## src/rtl/i2s_rx_slave.sv

```systemverilog
// I2S slave receiver: oversamples async SCK/WS/SD in the clk_i domain, deserialises
// Philips-format MSB-first slots and presents {left,right} pairs on a valid/ready port.
module i2s_rx_slave #(
  parameter int unsigned SAMPLE_WIDTH = 24,
  parameter int unsigned SLOT_WIDTH   = 32,
  parameter logic        WS_POL       = 1'b0,
  parameter int unsigned SYNC_STAGES  = 2
) (
  input  logic                    clk_i,
  input  logic                    rst_ni,
  input  logic                    sck_i,
  input  logic                    ws_i,
  input  logic                    sd_i,
  output logic [SAMPLE_WIDTH-1:0] sample_l_o,
  output logic [SAMPLE_WIDTH-1:0] sample_r_o,
  output logic                    sample_valid_o,
  input  logic                    sample_ready_i,
  output logic                    overrun_o,
  output logic                    frame_err_o
);

  // Counter must hold the saturation value plus the boundary bit.
  localparam int unsigned CNT_W = $clog2(SLOT_WIDTH + 3);
  localparam logic [CNT_W-1:0] SAMPLE_CNT = CNT_W'(SAMPLE_WIDTH);
  localparam logic [CNT_W-1:0] SLOT_CNT   = CNT_W'(SLOT_WIDTH);
  localparam logic [CNT_W-1:0] SAT_CNT    = CNT_W'(SLOT_WIDTH + 1);

  typedef enum logic {ST_UNLOCKED, ST_LOCKED} state_e;

  logic [1:0] rst_sync_q;
  logic       rst_n;

  always_ff @(posedge clk_i or negedge rst_ni) begin
    if (!rst_ni) rst_sync_q <= '0;
    else         rst_sync_q <= {rst_sync_q[0], 1'b1};
  end

  assign rst_n = rst_sync_q[1];

  logic [SYNC_STAGES-1:0] sck_sync_q, ws_sync_q, sd_sync_q;
  logic                   sck_prev_q;
  logic                   sck_s, ws_s, sd_s, rise;

  // Identical chains keep SCK, WS and SD mutually aligned.
  always_ff @(posedge clk_i or negedge rst_n) begin
    if (!rst_n) begin
      sck_sync_q <= '0;
      ws_sync_q  <= '0;
      sd_sync_q  <= '0;
      sck_prev_q <= 1'b0;
    end else begin
      sck_sync_q <= {sck_sync_q[SYNC_STAGES-2:0], sck_i};
      ws_sync_q  <= {ws_sync_q[SYNC_STAGES-2:0], ws_i};
      sd_sync_q  <= {sd_sync_q[SYNC_STAGES-2:0], sd_i};
      sck_prev_q <= sck_s;
    end
  end

  assign sck_s = sck_sync_q[SYNC_STAGES-1];
  assign ws_s  = ws_sync_q[SYNC_STAGES-1];
  assign sd_s  = sd_sync_q[SYNC_STAGES-1];
  assign rise  = sck_s & ~sck_prev_q;

  state_e                  state_q, state_d;
  logic                    ws_last_q, ws_last_d;
  logic [CNT_W-1:0]        bit_cnt_q, bit_cnt_d;
  logic [SAMPLE_WIDTH-1:0] shift_q, shift_d;
  logic [SAMPLE_WIDTH-1:0] left_hold_q, left_hold_d;
  logic                    have_left_q, have_left_d;
  logic [SAMPLE_WIDTH-1:0] sample_l_q, sample_l_d;
  logic [SAMPLE_WIDTH-1:0] sample_r_q, sample_r_d;
  logic                    valid_q, valid_d;
  logic                    overrun_q, overrun_d;
  logic                    frame_err_q, frame_err_d;

  logic [SAMPLE_WIDTH-1:0] shift_in, slot_sample;
  logic [CNT_W-1:0]        slot_len;
  logic                    pair_load;

  always_ff @(posedge clk_i or negedge rst_n) begin
    if (!rst_n) begin
      state_q     <= ST_UNLOCKED;
      ws_last_q   <= 1'b0;
      bit_cnt_q   <= '0;
      shift_q     <= '0;
      left_hold_q <= '0;
      have_left_q <= 1'b0;
      sample_l_q  <= '0;
      sample_r_q  <= '0;
      valid_q     <= 1'b0;
      overrun_q   <= 1'b0;
      frame_err_q <= 1'b0;
    end else begin
      state_q     <= state_d;
      ws_last_q   <= ws_last_d;
      bit_cnt_q   <= bit_cnt_d;
      shift_q     <= shift_d;
      left_hold_q <= left_hold_d;
      have_left_q <= have_left_d;
      sample_l_q  <= sample_l_d;
      sample_r_q  <= sample_r_d;
      valid_q     <= valid_d;
      overrun_q   <= overrun_d;
      frame_err_q <= frame_err_d;
    end
  end

  // Next-state: bit capture on SCK rise, slot close on WS change, output handshake.
  always_comb begin
    state_d     = state_q;
    ws_last_d   = ws_last_q;
    bit_cnt_d   = bit_cnt_q;
    shift_d     = shift_q;
    left_hold_d = left_hold_q;
    have_left_d = have_left_q;
    sample_l_d  = sample_l_q;
    sample_r_d  = sample_r_q;
    valid_d     = valid_q;
    overrun_d   = 1'b0;
    frame_err_d = 1'b0;
    pair_load   = 1'b0;

    shift_in = shift_q;
    if (bit_cnt_q < SAMPLE_CNT) shift_in = SAMPLE_WIDTH'({shift_q, sd_s});
    slot_len    = bit_cnt_q + CNT_W'(1);
    slot_sample = (slot_len < SAMPLE_CNT) ? (shift_in << (SAMPLE_CNT - slot_len)) : shift_in;

    if (valid_q && sample_ready_i) valid_d = 1'b0;

    if (rise) begin
      ws_last_d = ws_s;
      if (ws_s != ws_last_q) begin
        bit_cnt_d = '0;
        shift_d   = '0;
        state_d   = ST_LOCKED;
        if (state_q == ST_LOCKED) begin
          frame_err_d = (slot_len != SLOT_CNT);
          if (ws_last_q == WS_POL) begin
            left_hold_d = slot_sample;
            have_left_d = 1'b1;
          end else if (have_left_q) begin
            pair_load = 1'b1;
          end
        end
      end else begin
        shift_d = shift_in;
        if (bit_cnt_q != SAT_CNT) bit_cnt_d = bit_cnt_q + CNT_W'(1);
      end
    end

    if (pair_load) begin
      sample_l_d  = left_hold_q;
      sample_r_d  = slot_sample;
      valid_d     = 1'b1;
      overrun_d   = valid_q & ~sample_ready_i;
      have_left_d = 1'b0;
    end
  end

  assign sample_l_o     = sample_l_q;
  assign sample_r_o     = sample_r_q;
  assign sample_valid_o = valid_q;
  assign overrun_o      = overrun_q;
  assign frame_err_o    = frame_err_q;

endmodule
```

## config.mk

```make
export PLATFORM = sky130hd
export DESIGN_NAME = i2s_rx_slave
export DESIGN_NICKNAME = d
export VERILOG_FILES = /design/src/rtl/i2s_rx_slave.sv
export SDC_FILE = /design/constraint.sdc
export NUM_CORES = 1
export LEC_CHECK = 0
export ABC_AREA = 0
export CORE_MARGIN = 5
export CORE_UTILIZATION = 36
export DETAILED_ROUTE_END_ITERATION = 7
export PLACE_DENSITY = 0.53
export SYNTH_ARGS = -nofsm -noshare
export SYNTH_HDL_FRONTEND = slang
export SYNTH_SLANG_ARGS = --single-unit
```

## constraint.sdc

```tcl
create_clock -name clk_i -period 5.15 [get_ports clk_i]
set_input_delay 0.515 -clock clk_i [delete_from_list [all_inputs] [get_ports clk_i]]
set_output_delay 0.515 -clock clk_i [all_outputs]
set_load 0.005 [all_outputs]
```

==> results of run 1 <==
## cell families after synthesis
group                    share of synthesized area, %
buffers and inverters                            4.24
other                                          0.0565
adder cells (fa/ha/maj)                         0.377
multiplexers                                     19.6
flip-flops                                       44.1
XOR/XNOR                                        0.792
AND/OR/NAND/NOR                                  14.1
AO/OA/AOI/OAI                                    16.7
## where the power goes
part           total [mW]  internal [mW]  switching [mW]
combinational       0.549          0.225           0.324
sequential           1.04          0.970          0.0682
clock                1.24          0.774           0.467
total                2.83           1.97           0.859
## final timing paths
check	end	startpoint	cells past startpoint
setup / recovery	sample_r_o[8]	bit_cnt_q[0]	8
hold / removal	rst_sync_q[1]	rst_ni	1
setup reg to reg	sample_r_o[8]	bit_cnt_q[0]	8
hold reg to reg	ws_sync_q[1]	ws_sync_q[0]	0
max in group asynchronous	left_hold_q[19]	rst_sync_q[1]	1
min in group clk_i	ws_sync_q[1]	ws_sync_q[0]	0
## sequential cells by signal (all words and copies together) (netlist names)
signal,cells
sample_valid_o,1
overrun_o,1
shift_q,24
state_q,1
sample_r_o,24
rst_sync_q,2
bit_cnt_q,6
left_hold_q,24
ws_last_q,1
have_left_q,1
sck_prev_q,1
sd_sync_q,2
sck_sync_q,2
ws_sync_q,2
sample_l_o,24
frame_err_o,1
## layout by cell type (no fill, tap or decap), types with 22 or more instances in the layout
| cell type | n |
|---|---|
| a21oi_1 | 23 |
| mux2i_1 | 31 |
| dfrtp_1 | 116 |
| mux2_2 | 29 |
| nor2_1 | 27 |
| o21ai_0 | 23 |
| a22o_1 | 22 |
| clkdlybuf4s50_1 | 56 |
| mux4_2 | 24 |
| nand2_1 | 131 |
## metal layers
metal  vias up  global-route usage [%]
met4         0                    6.16
met3        23                    4.33
li1       2441                       -
met5         -                       0
met1      2664                    26.4
met2       179                    27.5
## worst reg2reg max path: stages (launching register included)
cell and delay [ns]:
dfrtp_1 0.86, ha_1 0.51, nand2b_1 0.16, a21boi_0 0.09, o21ai_0 0.32, and2_1 0.79
nand4_1 0.44, o31ai_1 0.59, mux2_2 0.26
## through the flow
stage / power (mW) / hold WS, ns / setup slack, ns / std cells
2_1_floorplan: 1.42 / 0.219 / 1.65 / 641
3_3_place_gp: 1.59 / 0.333 / 1.21 / 889
3_5_place_dp: 1.60 / 0.340 / 1.16 / 889
4_1_cts: 2.85 / 0.247 / 1.15 / 921
5_1_grt: 2.95 / 0.249 / 0.819 / 921
6_report: 2.83 / 0.260 / 1.09 / 921
## area by class of cell
class,count,area share [%]
Clock inverter,15,2.41
Timing Repair Buffer,71,8.46
Inverter,4,0.189
Sequential cell,117,36.8
Tap cell,229,3.60
Multi-Input combinational cell,468,43.2
Clock buffer,17,5.35
==> results.json, run 1 <==
{
  "status": "completed",
  "p_per_area_nw_per_um2": 355,
  "diodes": 0,
  "synth_top_area_share_pct": 44.1,
  "slowest_stage": "dfrtp_1",
  "dpl_cell_area_um2": 7340,
  "ctsResizeCount": 0,
  "track_usage_pct": 18.4,
  "tritoncts": "done",
  "hp-class": "in2async",
  "final_util_pct": 44.1,
  "netlist_area_um2": 6630,
  "maxCapViolations": 0,
  "grt_pass1_wl_mm": 31.1,
  "crit_buf_inv": 0,
  "synth_area_leader_cell": "dfrtp_1",
  "cts_setup_buffers": 0,
  "clock.fmax_mhz": 246,
  "critical_path_class": "reg2reg",
  "root_buffer": "clkbuf_16",
  "fin_nets": 687,
  "syn_to_final_growth_pct": 20.0,
  "gp_congestion": 1.02,
  "max_stage_delay_ns": 0.86,
  "dpl.hpwl_mm": 13.8,
  "finalCritPeriodShare_pct": 78.9,
  "drc": 0,
  "clock_path_buffers": 2,
  "ys_ff_latch": 117,
  "grt_max_degree": 73,
  "drt_wl_total_mm": 19.3,
  "antenna_found_initial": 0,
  "wl_met3_mm": 1.14,
  "synth_cell_type_count": 58,
  "drive_gt1_share_pct": 16.3,
  "synth_ff_type": "dfrtp_1",
  "die_h_um": 146,
  "crit_chain": "ha_1 -> nand2b_1 -> a21boi_0 -> o21ai_0 -> and2_1 -> nand4_1 -> o31ai_1 -> mux2_2",
  "maxSlewHeadroom_pct": 15.6,
  "numCtsBuffers": 17,
  "cp.required_ns": 5.50,
  "critical-path-top-delay-family": "simple AND/OR/NAND/NOR gates",
  "postCtsHoldBufs": 0,
  "grt_setup_unrepaired": "no",
  "synth_edf_count": 0,
  "start_util_pct": 36.8,
  "wire_per_inst_um": 21.0,
  "grt_pass1_vias": 5343,
  "syn_area_per_cell_um2": 10.3,
  "port-buffer-count": 56,
  "multiInputGateArea_um2": 3430,
  "synth.most_common_cell": "nand2_1",
  "cp_max_fo": 27,
  "dr.pass1.iters": 5,
  "leakagePower_nw": 3.53,
  "clock-skew-final_ns": 0.00739,
  "synthArstFlopShare_pct": 100,
  "core-area_um2": 18000,
  "endpoint_kind": "flip-flop",
  "seq_area_um2": 2930,
  "gr-total-overflow": 0,
  "yosys-top-cells-area": "dfrtp_1 44%, mux4_2 8.1%, nand2_1 7.4%",
  "setup_viol": 0,
  "top_layer": "met4",
  "clk_latency_ns": 0.41,
  "dieArea_um2": 21200,
  "synth_fp_nets": 649,
  "hold_violations": 0,
  "critPathLaunchType": "flip-flop",
  "cts.htree.levels": 4,
  "max_slew.worst_pin.slew_ns": 1.26,
  "pin_count": 57,
  "arrival_ns": 4.42,
  "fin_setup_tns_ns": 0,
  "ir_drop_mv": 0.209,
  "postRouteAntennaNets": 0,
  "die_x_um": 146,
  "synth_seq_area_share_pct": 44.1,
  "nFillCells": 1705,
  "min_period_ns": 4.06,
  "synth_cells": 641,
  "vias": 5307,
  "viasPerCell": 5.76,
  "wl_met1_mm": 8.96,
  "r2r_setup_slack_ns": 1.09,
  "report.final.slew_viol_count": 0,
  "synth_commonest_cells": "131 x nand2_1, 117 x dfrtp_1, 31 x mux2i_1, 30 x clkbuf_1, 29 x mux2_2",
  "wl_met2_mm": 8.91,
  "cts.sinks": 117,
  "ys_warn_count": 0,
  "rows": 49,
  "finalInstanceArea_um2": 7960,
  "clkTransAtPathRegs_ns": 0.06,
  "drtIter0Drc": 343
}
(Power assumes the default switching activity.)
==> run 2, diff against run 1 <==
Clock period 5.15 ns to 4.08 ns, I/O delays scaled along.
==> results.json, run 2 (synthesis gave the netlist of run 1 again) <==
{
  "critical_path_class": "reg2reg",
  "clock-skew-final_ns": 0.0110,
  "p_per_area_nw_per_um2": 462,
  "viasPerCell": 5.76,
  "status": "completed",
  "start_util_pct": 36.8,
  "dpl_cell_area_um2": 7440,
  "mostFrequentLayoutCells": "131 x nand2_1, 116 x dfrtp_1, 56 x clkdlybuf4s50_1, 31 x mux2i_1",
  "syn_to_final_growth_pct": 22.3,
  "leakagePower_nw": 3.61,
  "multiInputGateArea_um2": 3430,
  "postCtsHoldBufs": 0,
  "wire_per_inst_um": 21.5,
  "finalInstanceArea_um2": 8110,
  "gp_congestion": 0.908,
  "grt_setup_unrepaired": "no",
  "hp-class": "in2async",
  "arrival_ns": 3.90,
  "clk_latency_ns": 0.43,
  "root_buffer": "clkbuf_16",
  "max_slew.worst_pin.slew_ns": 1.18,
  "ctsResizeCount": 0,
  "nFillCells": 1682,
  "dpl_worst_slack_ns": 0.490,
  "clkTransAtPathRegs_ns": 0.06,
  "drt_wl_total_mm": 20.1,
  "track_usage_pct": 19.3,
  "hold_violations": 0,
  "maxSlewHeadroom_pct": 20.8,
  "report.final.slew_viol_count": 0,
  "clock.fmax_mhz": 278,
  "grt_pass1_vias": 5382,
  "drtIter0Drc": 376,
  "clock_path_buffers": 2,
  "rows": 49,
  "grt_max_degree": 45,
  "cts_setup_buffers": 0,
  "cts.htree.levels": 4,
  "tritoncts": "done",
  "pin_count": 57,
  "ir_drop_mv": 0.334,
  "min_period_ns": 3.60,
  "vias": 5381,
  "drc": 0,
  "maxCapViolations": 0,
  "dpl.hpwl_mm": 14.5,
  "critPathLaunchType": "flip-flop",
  "die_x_um": 146,
  "port-buffer-count": 56,
  "die_h_um": 146,
  "drive_gt1_share_pct": 18.0,
  "grt_pass1_wl_mm": 32.5,
  "seq_area_um2": 2930,
  "core-area_um2": 18000,
  "cp.required_ns": 4.38,
  "endpoint_kind": "flip-flop",
  "dieArea_um2": 21200,
  "cts.sinks": 117,
  "gr-total-overflow": 0,
  "fin_setup_tns_ns": 0,
  "layout_commonest_cell": "nand2_1",
  "dr.pass1.iters": 5,
  "antenna_found_initial": 0,
  "finalCritPeriodShare_pct": 88.2,
  "setup_viol": 0,
  "fin_nets": 701,
  "worst_slack_ns": 0.482,
  "postRouteAntennaNets": 0,
  "cp_max_fo": 24,
  "diodes": 0,
  "numCtsBuffers": 17
}
run 2: cell types whose count changed in the layout (fill, tap and decap cells not counted), sizes merged:
cell    change
buf        +14
bufinv      +2
clkinv      -2
run 2: power breakdown:
group,switching [mW],internal (mW),leakage (nW)
combinational,0.447,0.301,1.71
clock,0.604,1.10,0.319
sequential,0.0689,1.22,1.59
total,1.12,2.63,3.61
run 2: path summary, 6_finish.rpt:
kind	start	end	slack, ns	depth (start not counted)
max	bit_cnt_q[3]	sample_r_o[19]	0.48	7
max reg2reg	bit_cnt_q[3]	sample_r_o[19]	0.48	7
max in group asynchronous	rst_sync_q[1]	state_q	2.85	1
min in group clk_i	sd_sync_q[0]	sd_sync_q[1]	0.35	0
min reg2reg	rst_sync_q[1]	sample_r_o[11]	0.30	0
min	rst_ni	rst_sync_q[1]	0.15	1
run 2: routing by layer:
metal	part of all wire (%)	vias to the layer above	global-route usage (%)
li1	-	2468	-
met1	46	2704	26.8
met2	46	185	29.9
met3	6.2	24	4.42
met4	1.9	0	6.11
met5	0	-	0
run 2: critical path: stages (launching register included):
cell and delay [ns]:
dfrtp_1 0.53, a21oi_4 0.84, mux2i_1 0.54, mux2i_1 0.22
mux4_2 0.53, a211oi_1 0.29, a22oi_1 0.19, mux2_2 0.32
run 2: final cells by class:
cell class	instances	area share (%)
Sequential cell	117	36.1
Clock buffer	17	5.25
Tap cell	229	3.53
Timing Repair Buffer	85	9.60
Clock inverter	15	2.96
Multi-Input combinational cell	468	42.3
Inverter	4	0.185
run 2: per-stage QoR:
step	hold slack, ns	utilization (%)	std cells	power, mW
6_report	0.145	45.0	935	3.75
4_1_cts	0.132	45.0	935	3.77
3_3_place_gp	0.308	41.3	903	2.06
2_1_floorplan	0.112	-	641	1.79
5_1_grt	0.140	45.0	935	3.90
3_5_place_dp	0.319	41.3	903	2.05
==> run 3, diff against run 2 <==
Settings changed: CORE_ASPECT_RATIO set to 1.5, HOLD_SLACK_MARGIN set to 0.03.
==> results.json, run 3 (synthesis gave the netlist of run 1 again) <==
{
  "clock-skew-final_ns": 0.0116,
  "diodes": 0,
  "cp.required_ns": 4.36,
  "ir_drop_mv": 0.279,
  "mostFrequentLayoutCells": "131 x nand2_1, 116 x dfrtp_1, 56 x clkdlybuf4s50_1, 31 x mux2i_1, 29 x mux2_2",
  "netSwitchingFraction_pct": 29.4,
  "syn_to_final_growth_pct": 21.3,
  "drive_gt1_share_pct": 17.4,
  "cp_max_fo": 15,
  "power_mw": 3.69,
  "p_sw_mw": 1.08,
  "report.final.slew_viol_count": 0,
  "drt_wl_total_mm": 20.1,
  "clkPwrFrac_pct": 45.0,
  "numCtsBuffers": 17,
  "seq_power_share_pct": 35.0,
  "slowest_stage": "mux2i_1",
  "dr.pass1.iters": 5,
  "clk_latency_ns": 0.42,
  "vias": 5290,
  "combPwrFrac_pct": 20.0,
  "postRouteAntennaNets": 0,
  "critical_path_class": "reg2reg",
  "tritoncts": "done",
  "antenna_found_initial": 0,
  "critPathLaunchType": "flip-flop",
  "gr-total-overflow": 0,
  "cts_setup_buffers": 0,
  "core-area_um2": 18000,
  "layout_commonest_cell": "nand2_1",
  "grt_pass1_wl_mm": 32.1,
  "postCtsHoldBufs": 0,
  "endpoint_kind": "flip-flop",
  "cts.htree.levels": 4,
  "die_h_um": 176,
  "r2r_setup_slack_ns": 0.53,
  "clkTransAtPathRegs_ns": 0.06,
  "max_slew.worst_pin.slew_ns": 1.14,
  "viasPerCell": 5.77,
  "crit_path_start": "bit_cnt_q[3]",
  "status": "completed",
  "hp-class": "in2async",
  "arrival_ns": 3.83,
  "maxCapViolations": 0,
  "fin_setup_tns_ns": 0,
  "intPower_mw": 2.61,
  "pin_count": 57,
  "wire_per_inst_um": 21.9,
  "maxSlewHeadroom_pct": 24.0,
  "crit_chain": "a21oi_4 -> buf_4 -> mux2i_1 -> mux4_2 -> nand2_1 -> a32o_1 -> a21oi_1 -> a21oi_1",
  "hold_violations": 0,
  "grt_max_degree": 50,
  "ctsResizeCount": 0,
  "rows": 60,
  "leakagePower_nw": 3.59,
  "clock_path_buffers": 2,
  "setup_viol": 0,
  "die_x_um": 121,
  "dieArea_um2": 21300,
  "finalCritPeriodShare_pct": 86.9,
  "start_util_pct": 36.8,
  "grt_pass1_vias": 5351,
  "r2r_start": "bit_cnt_q[3]",
  "grt_setup_unrepaired": "no",
  "dpl.hpwl_mm": 14.6,
  "root_buffer": "clkbuf_16",
  "crit_top_cell": "a21oi_1",
  "clock.fmax_mhz": 282,
  "track_usage_pct": 19.5,
  "drtIter0Drc": 471,
  "gp_congestion": 0.965,
  "drc": 0,
  "p_per_area_nw_per_um2": 459,
  "cts.sinks": 117,
  "min_period_ns": 3.55,
  "max_stage_delay_ns": 0.73,
  "fin_nets": 696,
  "port-buffer-count": 56,
  "nFillCells": 1719
}
## run 3: layout make-up
cell class	instances	area (um^2)	share of cell area [%]
repair buffers	80	741	9.21
well taps	217	272	3.37
multi-input cells	468	3440	42.7
flip-flops and latches	117	2930	36.4
clock buffers	17	425	5.29
inverters	4	15.0	0.187
clock inverters	14	224	2.78
## run 3: through the flow
stage / cell area (um^2) / hold slack (ns) / utilization, % / cells / setup slack, ns
6_report: 8050 / 0.151 / 44.7 / 917 / 0.533
4_1_cts: 8040 / 0.136 / 44.6 / 917 / 0.604
5_1_grt: 8050 / 0.138 / 44.7 / 917 / 0.411
2_1_floorplan: 6630 / 0.112 / - / 641 / 0.579
3_5_place_dp: 7390 / 0.264 / 41.0 / 886 / 0.608
3_3_place_gp: 7390 / 0.257 / 41.0 / 886 / 0.669
## run 3: path summary, 6_finish.rpt
kind | to | depth (start not counted)
worst max-delay path | sample_r_o[21] | 8
worst min-delay path | rst_sync_q[1] | 1
worst max register to register | sample_r_o[21] | 8
worst min register to register | sample_r_o[11] | 0
max in group asynchronous | sample_l_o[16] | 1
min in group clk_i | sd_sync_q[1] | 0
## run 3: power by group through the flow
stage               combinational (mW)  clock [mW]  sequential (mW)
finish                           0.737        1.66             1.29
global route                     0.795        1.76             1.30
CTS                              0.734        1.70             1.29
detailed placement               0.733           0             1.31
global placement                 0.734           0             1.31
floorplan                        0.497           0             1.30
## run 3: routing by layer
metal,track usage (%),wire (um),up-vias
met5,0,0,-
met4,7.80,691,0
met3,3.56,720,37
met2,32.6,10200,151
met1,24.9,8450,2659
li1,-,-,2443
## run 3: worst max-delay path: cells and delay by family (launching register included)
family / cells / cell delay, ns
DFF: 1 / 0.54
buffers and inverters: 1 / 0.30
muxes: 2 / 1.11
AOI/OAI and AO/OA: 4 / 1.39
and+or+nand+nor: 1 / 0.05
